<file path="config.mk">
export PLATFORM = sky130hd
export DESIGN_NAME = fifo_rd_stream
export DESIGN_NICKNAME = d
export VERILOG_FILES = /design/src/rtl/fifo_rd_stream_pkg.sv /design/src/rtl/stream_skid2.sv /design/src/rtl/fifo_rd_stream.sv
export SDC_FILE = /design/constraint.sdc
export NUM_CORES = 1
export LEC_CHECK = 0
export BUFFER_PORTS_ARGS = -buffer_cell sky130_fd_sc_hd__clkbuf_2
export CORE_MARGIN = 5
export CORE_UTILIZATION = 40
export DETAILED_ROUTE_END_ITERATION = 8
export GPL_TIMING_DRIVEN = 0
export MAX_ROUTING_LAYER = met4
export PLACE_DENSITY = 0.62
export SLEW_MARGIN = 5
export SYNTH_ARGS = -nofsm -noshare
export SYNTH_HDL_FRONTEND = slang
export SYNTH_SLANG_ARGS = --single-unit
</file>
<file path="constraint.sdc">
create_clock -name rclk -period 2.2 [get_ports rclk]
set_input_delay 0.66 -clock rclk [delete_from_list [all_inputs] [get_ports rclk]]
set_output_delay 0.66 -clock rclk [all_outputs]
set_load 0.005 [all_outputs]
</file>
<file path="src/rtl/fifo_rd_stream_pkg.sv">
// Shared definitions for the fifo_rd_stream read-side adapter.
//   state_e         : control FSM states (idle / active reading / draining)
//   SkidDepth       : number of entries in the output skid buffer
//   burst_cnt_width : bit width of a 0..burst_len-1 counter (never below 1)
package fifo_rd_stream_pkg;

    typedef enum logic [1:0] {
        StIdle,
        StActive,
        StDrain
    } state_e;

    localparam int unsigned SkidDepth = 2;

    function automatic int unsigned burst_cnt_width(input int unsigned burst_len);
        return (burst_len <= 2) ? 1 : $clog2(burst_len);
    endfunction

endpackage

</file>
<file path="src/rtl/stream_skid2.sv">
// Two-entry in-order skid buffer carrying a data word plus a last flag.
// Ports:
//   clk_i, rst_i      : clock, asynchronous active-high reset
//   push_i            : write {last_i, data_i} at the tail this cycle
//   data_i, last_i    : payload to push
//   pop_i             : drop the head entry this cycle (only while valid_o)
//   valid_o           : buffer not empty
//   data_o, last_o    : head entry payload (zero while empty)
//   count_o           : number of occupied entries, 0..2
// Push and pop may coincide; the caller guarantees no push while full without pop.
module stream_skid2
    import fifo_rd_stream_pkg::*;
#(
    parameter int unsigned Width = 8
) (
    input  logic             clk_i,
    input  logic             rst_i,
    input  logic             push_i,
    input  logic [Width-1:0] data_i,
    input  logic             last_i,
    input  logic             pop_i,
    output logic             valid_o,
    output logic [Width-1:0] data_o,
    output logic             last_o,
    output logic [1:0]       count_o
);

    // Each entry is {last, data}; entry 0 is always the head.
    logic [SkidDepth-1:0][Width:0] ent_q, ent_d;
    logic [1:0]                    count_q, count_d;
    logic                          wr_sel;

    always_comb begin
        ent_d   = ent_q;
        count_d = count_q + {1'b0, push_i} - {1'b0, pop_i};
        // Tail slot after any pop this cycle: slot 1 only if one word remains ahead.
        wr_sel  = pop_i ? (count_q == 2'd2) : (count_q == 2'd1);
        if (pop_i) begin
            ent_d[0] = ent_q[1];
        end
        if (push_i) begin
            ent_d[wr_sel] = {last_i, data_i};
        end
    end

    always_ff @(posedge clk_i or posedge rst_i) begin
        if (rst_i) begin
            ent_q   <= '0;
            count_q <= 2'd0;
        end else begin
            ent_q   <= ent_d;
            count_q <= count_d;
        end
    end

    assign valid_o = (count_q != 2'd0);
    assign data_o  = valid_o ? ent_q[0][Width-1:0] : '0;
    assign last_o  = valid_o & ent_q[0][Width];
    assign count_o = count_q;

endmodule

</file>
<file path="src/rtl/fifo_rd_stream.sv">
// Read-side adapter for asynfifo (rclk domain): turns the one-cycle-latency
// ren/rdata/empty pull interface into a valid/ready stream grouped into bursts.
// Ports:
//   rclk, rst   : read clock, asynchronous active-high reset
//   en          : permits new FIFO reads
//   ren         : FIFO read enable (never asserted while empty)
//   rdata       : FIFO data, valid the cycle after ren
//   empty       : FIFO empty flag
//   out_valid/out_ready/out_data/out_last : output stream, out_last ends a burst
//   busy        : FSM not idle
// Optional feature macro FIFO_RD_STREAM_PAD_EN: when defined, a partial burst
// left at the end of a drain is completed with zero-data pad words.
module fifo_rd_stream
    import fifo_rd_stream_pkg::*;
#(
    parameter int unsigned DWIDTH    = 8,
    parameter int unsigned BURST_LEN = 4
) (
    input  logic              rclk,
    input  logic              rst,
    input  logic              en,
    output logic              ren,
    input  logic [DWIDTH-1:0] rdata,
    input  logic              empty,
    output logic              out_valid,
    input  logic              out_ready,
    output logic [DWIDTH-1:0] out_data,
    output logic              out_last,
    output logic              busy
);

    localparam int unsigned     CntW    = burst_cnt_width(BURST_LEN);
    localparam logic [CntW-1:0] LastIdx = CntW'(BURST_LEN - 1);
    localparam logic [CntW+1:0] BurstW  = (CntW + 2)'(BURST_LEN);

    state_e            state_q, state_d;
    logic              inflight_q;
    logic [CntW-1:0]   bcnt_q, bcnt_d;

    logic              sk_valid, sk_last, sk_pop, push_last;
    logic [DWIDTH-1:0] sk_data;
    logic [1:0]        sk_count;
    logic              pad_active, drain_done, pop;
    logic [CntW+1:0]   pos_sum;

    stream_skid2 #(
        .Width (DWIDTH)
    ) u_skid (
        .clk_i   (rclk),
        .rst_i   (rst),
        .push_i  (inflight_q),
        .data_i  (rdata),
        .last_i  (push_last),
        .pop_i   (sk_pop),
        .valid_o (sk_valid),
        .data_o  (sk_data),
        .last_o  (sk_last),
        .count_o (sk_count)
    );

`ifdef FIFO_RD_STREAM_PAD_EN
    always_comb begin
        pad_active = (state_q == StDrain) && (sk_count == 2'd0) && !inflight_q &&
                     (bcnt_q != '0);
        drain_done = (bcnt_q == '0);
    end
`else
    always_comb begin
        pad_active = 1'b0;
        drain_done = 1'b1;
    end
`endif

    // Burst position of a word entering the buffer: it sits behind every word
    // already buffered, and the head always has position bcnt_q.
    always_comb begin
        pos_sum = {2'b00, bcnt_q} + {{CntW{1'b0}}, sk_count};
        if (pos_sum >= BurstW) begin
            pos_sum = pos_sum - BurstW;
        end
        if (pos_sum >= BurstW) begin
            pos_sum = pos_sum - BurstW;
        end
        push_last = (pos_sum == {2'b00, LastIdx});
    end

    always_comb begin
        out_valid = sk_valid | pad_active;
        out_data  = sk_data;
        out_last  = sk_valid ? sk_last : (pad_active && (bcnt_q == LastIdx));
        pop       = out_valid & out_ready;
        sk_pop    = sk_valid & out_ready;
        busy      = (state_q != StIdle);
        // Words owed to the buffer after this cycle must stay within its 2 entries.
        ren       = (state_q == StActive) && !empty &&
                    (({1'b0, sk_count} + {2'b00, inflight_q}) < (3'd2 + {2'b00, pop}));
    end

    always_comb begin
        bcnt_d = bcnt_q;
        if (pop) begin
            bcnt_d = (bcnt_q == LastIdx) ? '0 : bcnt_q + 1'b1;
        end
    end

    always_comb begin
        state_d = state_q;
        unique case (state_q)
            StIdle: begin
                if (en) state_d = StActive;
            end
            StActive: begin
                if (!en) state_d = StDrain;
            end
            StDrain: begin
                if (en) begin
                    state_d = StActive;
                end else if ((sk_count == 2'd0) && !inflight_q && drain_done) begin
                    state_d = StIdle;
                end
            end
            default: state_d = StIdle;
        endcase
    end

    always_ff @(posedge rclk or posedge rst) begin
        if (rst) begin
            state_q    <= StIdle;
            inflight_q <= 1'b0;
            bcnt_q     <= '0;
        end else begin
            state_q    <= state_d;
            inflight_q <= ren;
            bcnt_q     <= bcnt_d;
        end
    end

endmodule
</file>
# ---- Yosys cells after proc, flatten, opt, wreduce, memory -nomap -nowiden
# Cells that the tools add are included.
dict set report word_totals {
  output_inout_bits 12
  inputBits 13
  register_bits 25
}
dict set report op_classes {
  n_eq_ne 9
  magnitude_cmp 5
  bitwise_logic 2
  mux 16
  addsub 8
  reduce_logical 11
}
# op count
set ops {}
lappend ops {{$mux W9} 3}
lappend ops {{$bwmux W18} 1}
lappend ops {{$mux W2} 5}
lappend ops {{$demux W9 S1} 1}
lappend ops {{$mux W4} 2}
lappend ops {{$mux W8} 1}
lappend ops {{$eq A2 B2 Y1 const B} 3}
lappend ops {{$pmux W2 S3} 1}
lappend ops {{$eq A2 B1 Y1 const B} 2}
lappend ops {{$eq A4 B2 Y1 const B} 1}
lappend ops {{$ge A4 B3 Y1 const B} 1}
lappend ops {{$logic_and A1 B1 Y1} 4}
lappend ops {{$logic_not A2 Y1} 2}
lappend ops {{$ne A2 B2 Y1 const B} 2}
lappend ops {{$reduce_bool A2 Y1} 2}
lappend ops {{$sub A3 B3 Y4 const B} 1}
lappend ops {{$sub A4 B3 Y4 const B} 1}
lappend ops {{$add A2 B1 Y3} 1}
lappend ops {{$add A2 B1 Y3 const A} 1}
lappend ops {{$add A2 B2 Y3} 1}
lappend ops {{$ge A3 B3 Y1 const B} 1}
lappend ops {{$lt A3 B3 Y1} 1}
lappend ops {{$ne A3 B3 Y1 const B} 1}
lappend ops {{$reduce_and A3 Y1} 1}
lappend ops {{other kinds (8)} 11}

# ---- Longest topological paths before layout
dict set report depth {
  word_depth 9
  mapped_depth 4
  ltp_nobuf 4
}

# ---- Cells and area by module
# A second synthesis with hierarchy kept.
dict set report unflattened {
  cells_unflattened 97
  hier_area_um2 1350.0
}
# mod n_inst area_each_um2 cells_per_inst
set modules_own_cells {}
lappend modules_own_cells {stream_skid2 1 1026.0 70}
lappend modules_own_cells {fifo_rd_stream 1 324.1 27}

# ---- Worst setup path after synthesis
# No wires, ideal clock.
dict set report synth_timing {
  kind {in2out}
  start {input port out_ready}
  end {output port ren}
  path_slack_ns 0.043
  t_arrival_ns 1.497
  cell_stages 4
  cell_sequence {o21ai_0 buf_2 o21ai_0 nor4b_1}
}
dict set report synth_via {
  elab_chain_cells 4
}
# item line_no
set synth_lines {}
lappend synth_lines {{start: declaration} fifo_rd_stream.sv:26} ;# input logic out_ready,
lappend synth_lines {{$and A1 B1 Y1} fifo_rd_stream.sv:91} ;# pop = out_valid & out_ready;
lappend synth_lines {{$add A2 B1 Y3} fifo_rd_stream.sv:96} ;# (({1'b0, sk_count} + {2'b00, inflight_q}) < (3'd2 + {2'b00, pop}));
lappend synth_lines {{$lt A3 B3 Y1} fifo_rd_stream.sv:96}
lappend synth_lines {{$logic_and A1 B1 Y1} fifo_rd_stream.sv:95} ;# ren = (state_q == StActive) && !empty &&
lappend synth_lines {{end: declaration} fifo_rd_stream.sv:22} ;# output logic ren,
# No other way between the ends.

# ---- Worst setup path after layout
dict set report layout_timing {
  start {register u_skid.count_q[0] (netlist: u_skid.count_o[0])}
  end {output port ren}
}
dict set report layout_via {
  elab_chain_cells 5
  elab_cells_between_ends 6
}
# item line_no
set layout_lines {}
lappend layout_lines {{start: declaration} stream_skid2.sv:30} ;# logic [1:0] count_q, count_d;
lappend layout_lines {{start signal: assignment} stream_skid2.sv:52} ;# count_q <= count_d;
lappend layout_lines {{$reduce_bool A2 Y1} stream_skid2.sv:56} ;# assign valid_o = (count_q != 2'd0);
lappend layout_lines {{$and A1 B1 Y1} fifo_rd_stream.sv:91}
lappend layout_lines {{$add A2 B1 Y3} fifo_rd_stream.sv:96}
lappend layout_lines {{$lt A3 B3 Y1 *} fifo_rd_stream.sv:96}
lappend layout_lines {{$logic_and A1 B1 Y1 *} fifo_rd_stream.sv:95}
# Every way passes the cells marked *; elsewhere a longest branch is shown, timed or not.

==> results.md <==
- Maximum vdd drop: 0.000683 V
- Fin nets: 145
- Psw: around 550 uW
- Fin crit period: roughly 2.3 ns
- Die W: approximately 66 um
- Final Hold Viols: 0
- Synthesized area: about 0.0013 mm^2
- Worst setup margin: -0.0953 ns
- Finished Layout Cells: 170
- Layout cell share with drive strength beyond 1: 0.556
- RePlAce Congestion: between 0.6 and 0.7
- Via count: slightly above 800
- First-pass GRT wire length: between 4000 and 5000 um
- First DRT Iteration DRCs: 12
- Syn Area/Cell: 13.6 um^2
- CTS tree: done
- MaxCap Viol Count: 0
- Worst Reg-to-Reg Cells: 5
- Ports: 25
- Worst hold path class: in2reg
- Port bufs: 24
- TritonCTS Sinks: 25
- Antenna diode count: 0
- Syn_nets: roughly 110
- Slew at the pin closest to its max-slew limit: between 0.9 and 1 ns
- Combinational power share: 0.453
- Post-route ant nets: 0
- DRC viols: 0
- CP Capture Type: primary output
- CTS Hold Buffers Added: 0
- Clock share of power: 0.110
- P&R area growth vs syn: 23.6%
- Die Area: roughly 0.0044 mm^2
- Initial antenna violation count: 0
- Core region area: just over 0.003 mm^2
- RSZ-0062 raised after global routing: true
- Yosys reg bits: 25
- CTS H-tree depth: 1
- Gr ovfl total: 0
- R2R Path Start: u_skid.count_o[0]
- Critical Path Source Type: register
- Critical Path RT: 1.54 ns
- Post-Place Cells: ~160
- Starting Density: 0.417
- Yosys top cell by area: dfrtp_1
- Fmax: 436 MHz
- Hold path endpoint: state_q[1]
- Num CTS Buffers: 3
- Largest net degree at the start of global routing: 26
- Internal: 1240 uW
- Slew margin rel.: 0.374
- Post-route clock period utilization: 1.04
- Worst setup startpoint: u_skid.count_o[0]
- Sw frac: 0.308
- Area share of the largest cell type after synthesis: 0.491
- Capture point of the worst reg-to-reg path: u_skid.ent_q[7]
- Max Buffers Root-to-Sink: 2
- Commonest non-fill, non-tap cells in the layout: 23 x dfrtp_1, 23 x clkbuf_2, 17 x mux2_2
- Min-delay src: en
- Lkg Pwr: 0.000808 uW
- Hold depth: 2
- Number of vias per cell: 4.86
- Sequential share of power: 0.437
- GRT Total Usage: 0.125
- Worst-path maximum fanout: 5
- Die height: between 60 and 70 um
- Clock skew: 0.00540 ns
- Area contributors post-synth: dfrtp_1 49%, mux2_2 15%, mux2_4 9.4%, ha_1 4.9%, nor2b_1 4.4%
- Critical Path AT: 1.64 ns
- Clock root buffer: clkbuf_4
- Final setup vio count: 1
- Synth Instances: 94
- Tot Pwr: approximately 1800 uW
- Failing checks: setup timing
- FF-to-FF setup slack: between 0.3 and 0.4 ns
- CP Class: reg2out
- Latest clock arrival within the worst-skew pair: around 0.31 ns
- Synth warn: 0
- Status: finished, violations left
- Sequential area share after synthesis: 0.491
- # rows: 20
- Final max-slew violation count: 0
- DR pass1 iterations: 4
- PD cells: between 1000 and 1500 mW/mm^2
- Avg WL per Cell: approximately 13 um
- Distinct cells, synth: 27
- Vias in the first global route: roughly 940
- Reg clk slew, reported paths: roughly 0.12 ns
- Final WL: about 2300 um
state kept, by name (all words and copies together) (netlist names):
name,count
u_skid.ent_q,18
bcnt_q,2
state_q,2
u_skid.count_o,2
inflight_q,1
cell type report:
class	instances	area, um^2
clock buffers	3	22.5
clock inverters	1	5.00
repair buffers	29	158
flip-flops and latches	25	628
fillers	277	1480
plain buffers	1	11.3
multi-input cells	62	676
well taps	44	55.1
inverters	5	18.8
power groups by stage:
stage                     logic (uW)  clock network [uW]  registers, uW
final                            813                 198            785
after floorplan                  576                   0            749
after global placement           718                   0            774
after global routing             918                 227            814
after CTS                        801                 211            781
after detailed placement         746                   0            790
per-stage QoR:
step | utilization | hold WS (ns) | TNS (ns) | cell area [um^2] | worst slack [ns]
CTS | 0.504 | 0.480 | -0.182 | 1540 | -0.182
global placement | 0.475 | 0.470 | -0.393 | 1450 | -0.393
global route | 0.516 | 0.486 | -0.227 | 1570 | -0.227
finish | 0.516 | 0.489 | -0.0953 | 1570 | -0.0953
detailed placement | 0.475 | 0.494 | -0.460 | 1450 | -0.460
floorplan | - | 0.452 | 0 | 1270 | 0.0429
worst max-delay path, cell delays in order, from the launching register on:
cell and delay (ns):
dfrtp_2 0.49, ha_4 0.19, ha_4 0.20, o21ai_2 0.05, nor4b_4 0.23, buf_2 0.16
routing by layer:
layer / up-vias / track usage / wire [um]
met5: - / - / 0
met4: 0 / 0.0305 / 36
met3: 4 / 0.0408 / 113
met2: 17 / 0.223 / 1220
met1: 406 / 0.134 / 920
li1: 399 / - / -
Yosys cell counts (all sizes together):
| cell | number |
|---|---|
| ha | 5 |
| nor2b | 9 |
| o21ai | 4 |
| a21o | 2 |
| buf | 2 |
| and3b | 1 |
| xor3 | 1 |
| xnor2 | 1 |
| nor4b | 1 |
| dfrtp | 25 |
| nor3b | 1 |
| or3b | 1 |
| or2 | 1 |
| o311ai | 1 |
| nor2 | 1 |
| a21oi | 1 |
| nand2b | 1 |
| mux2 | 25 |
| a21boi | 1 |
| nor3 | 1 |
| inv | 5 |
| mux2i | 3 |
| nand2 | 1 |
repair_timing:
action / in CTS / in global routing
endpoints found under the hold margin: 0 / 0
gates resized for setup: 11 / 5
pin swaps: 0 / 2
setup buffers: 3 / 2
setup endpoints to repair: 11 / 11
how the worst max path moves through the flow:
stage                to  slack (ns)  depth (start not counted)
floorplan           ren        0.04                          4
global placement    ren       -0.39                          6
detailed placement  ren       -0.46                          6
CTS                 ren       -0.18                          5
global route        ren       -0.23                          5
finish              ren        -0.1                          5
kinds of logic after synthesis:
family,count (synthesis),synth area share
muxes,28,0.268
DFF,25,0.491
and+or+nand+nor,18,0.0904
AOI/OAI and AO/OA,9,0.0481
buffers and inverters,7,0.0275
adders and majority gates,5,0.0491
xor gates and xnor gates,2,0.0255
(Power assumes the default switching activity.)
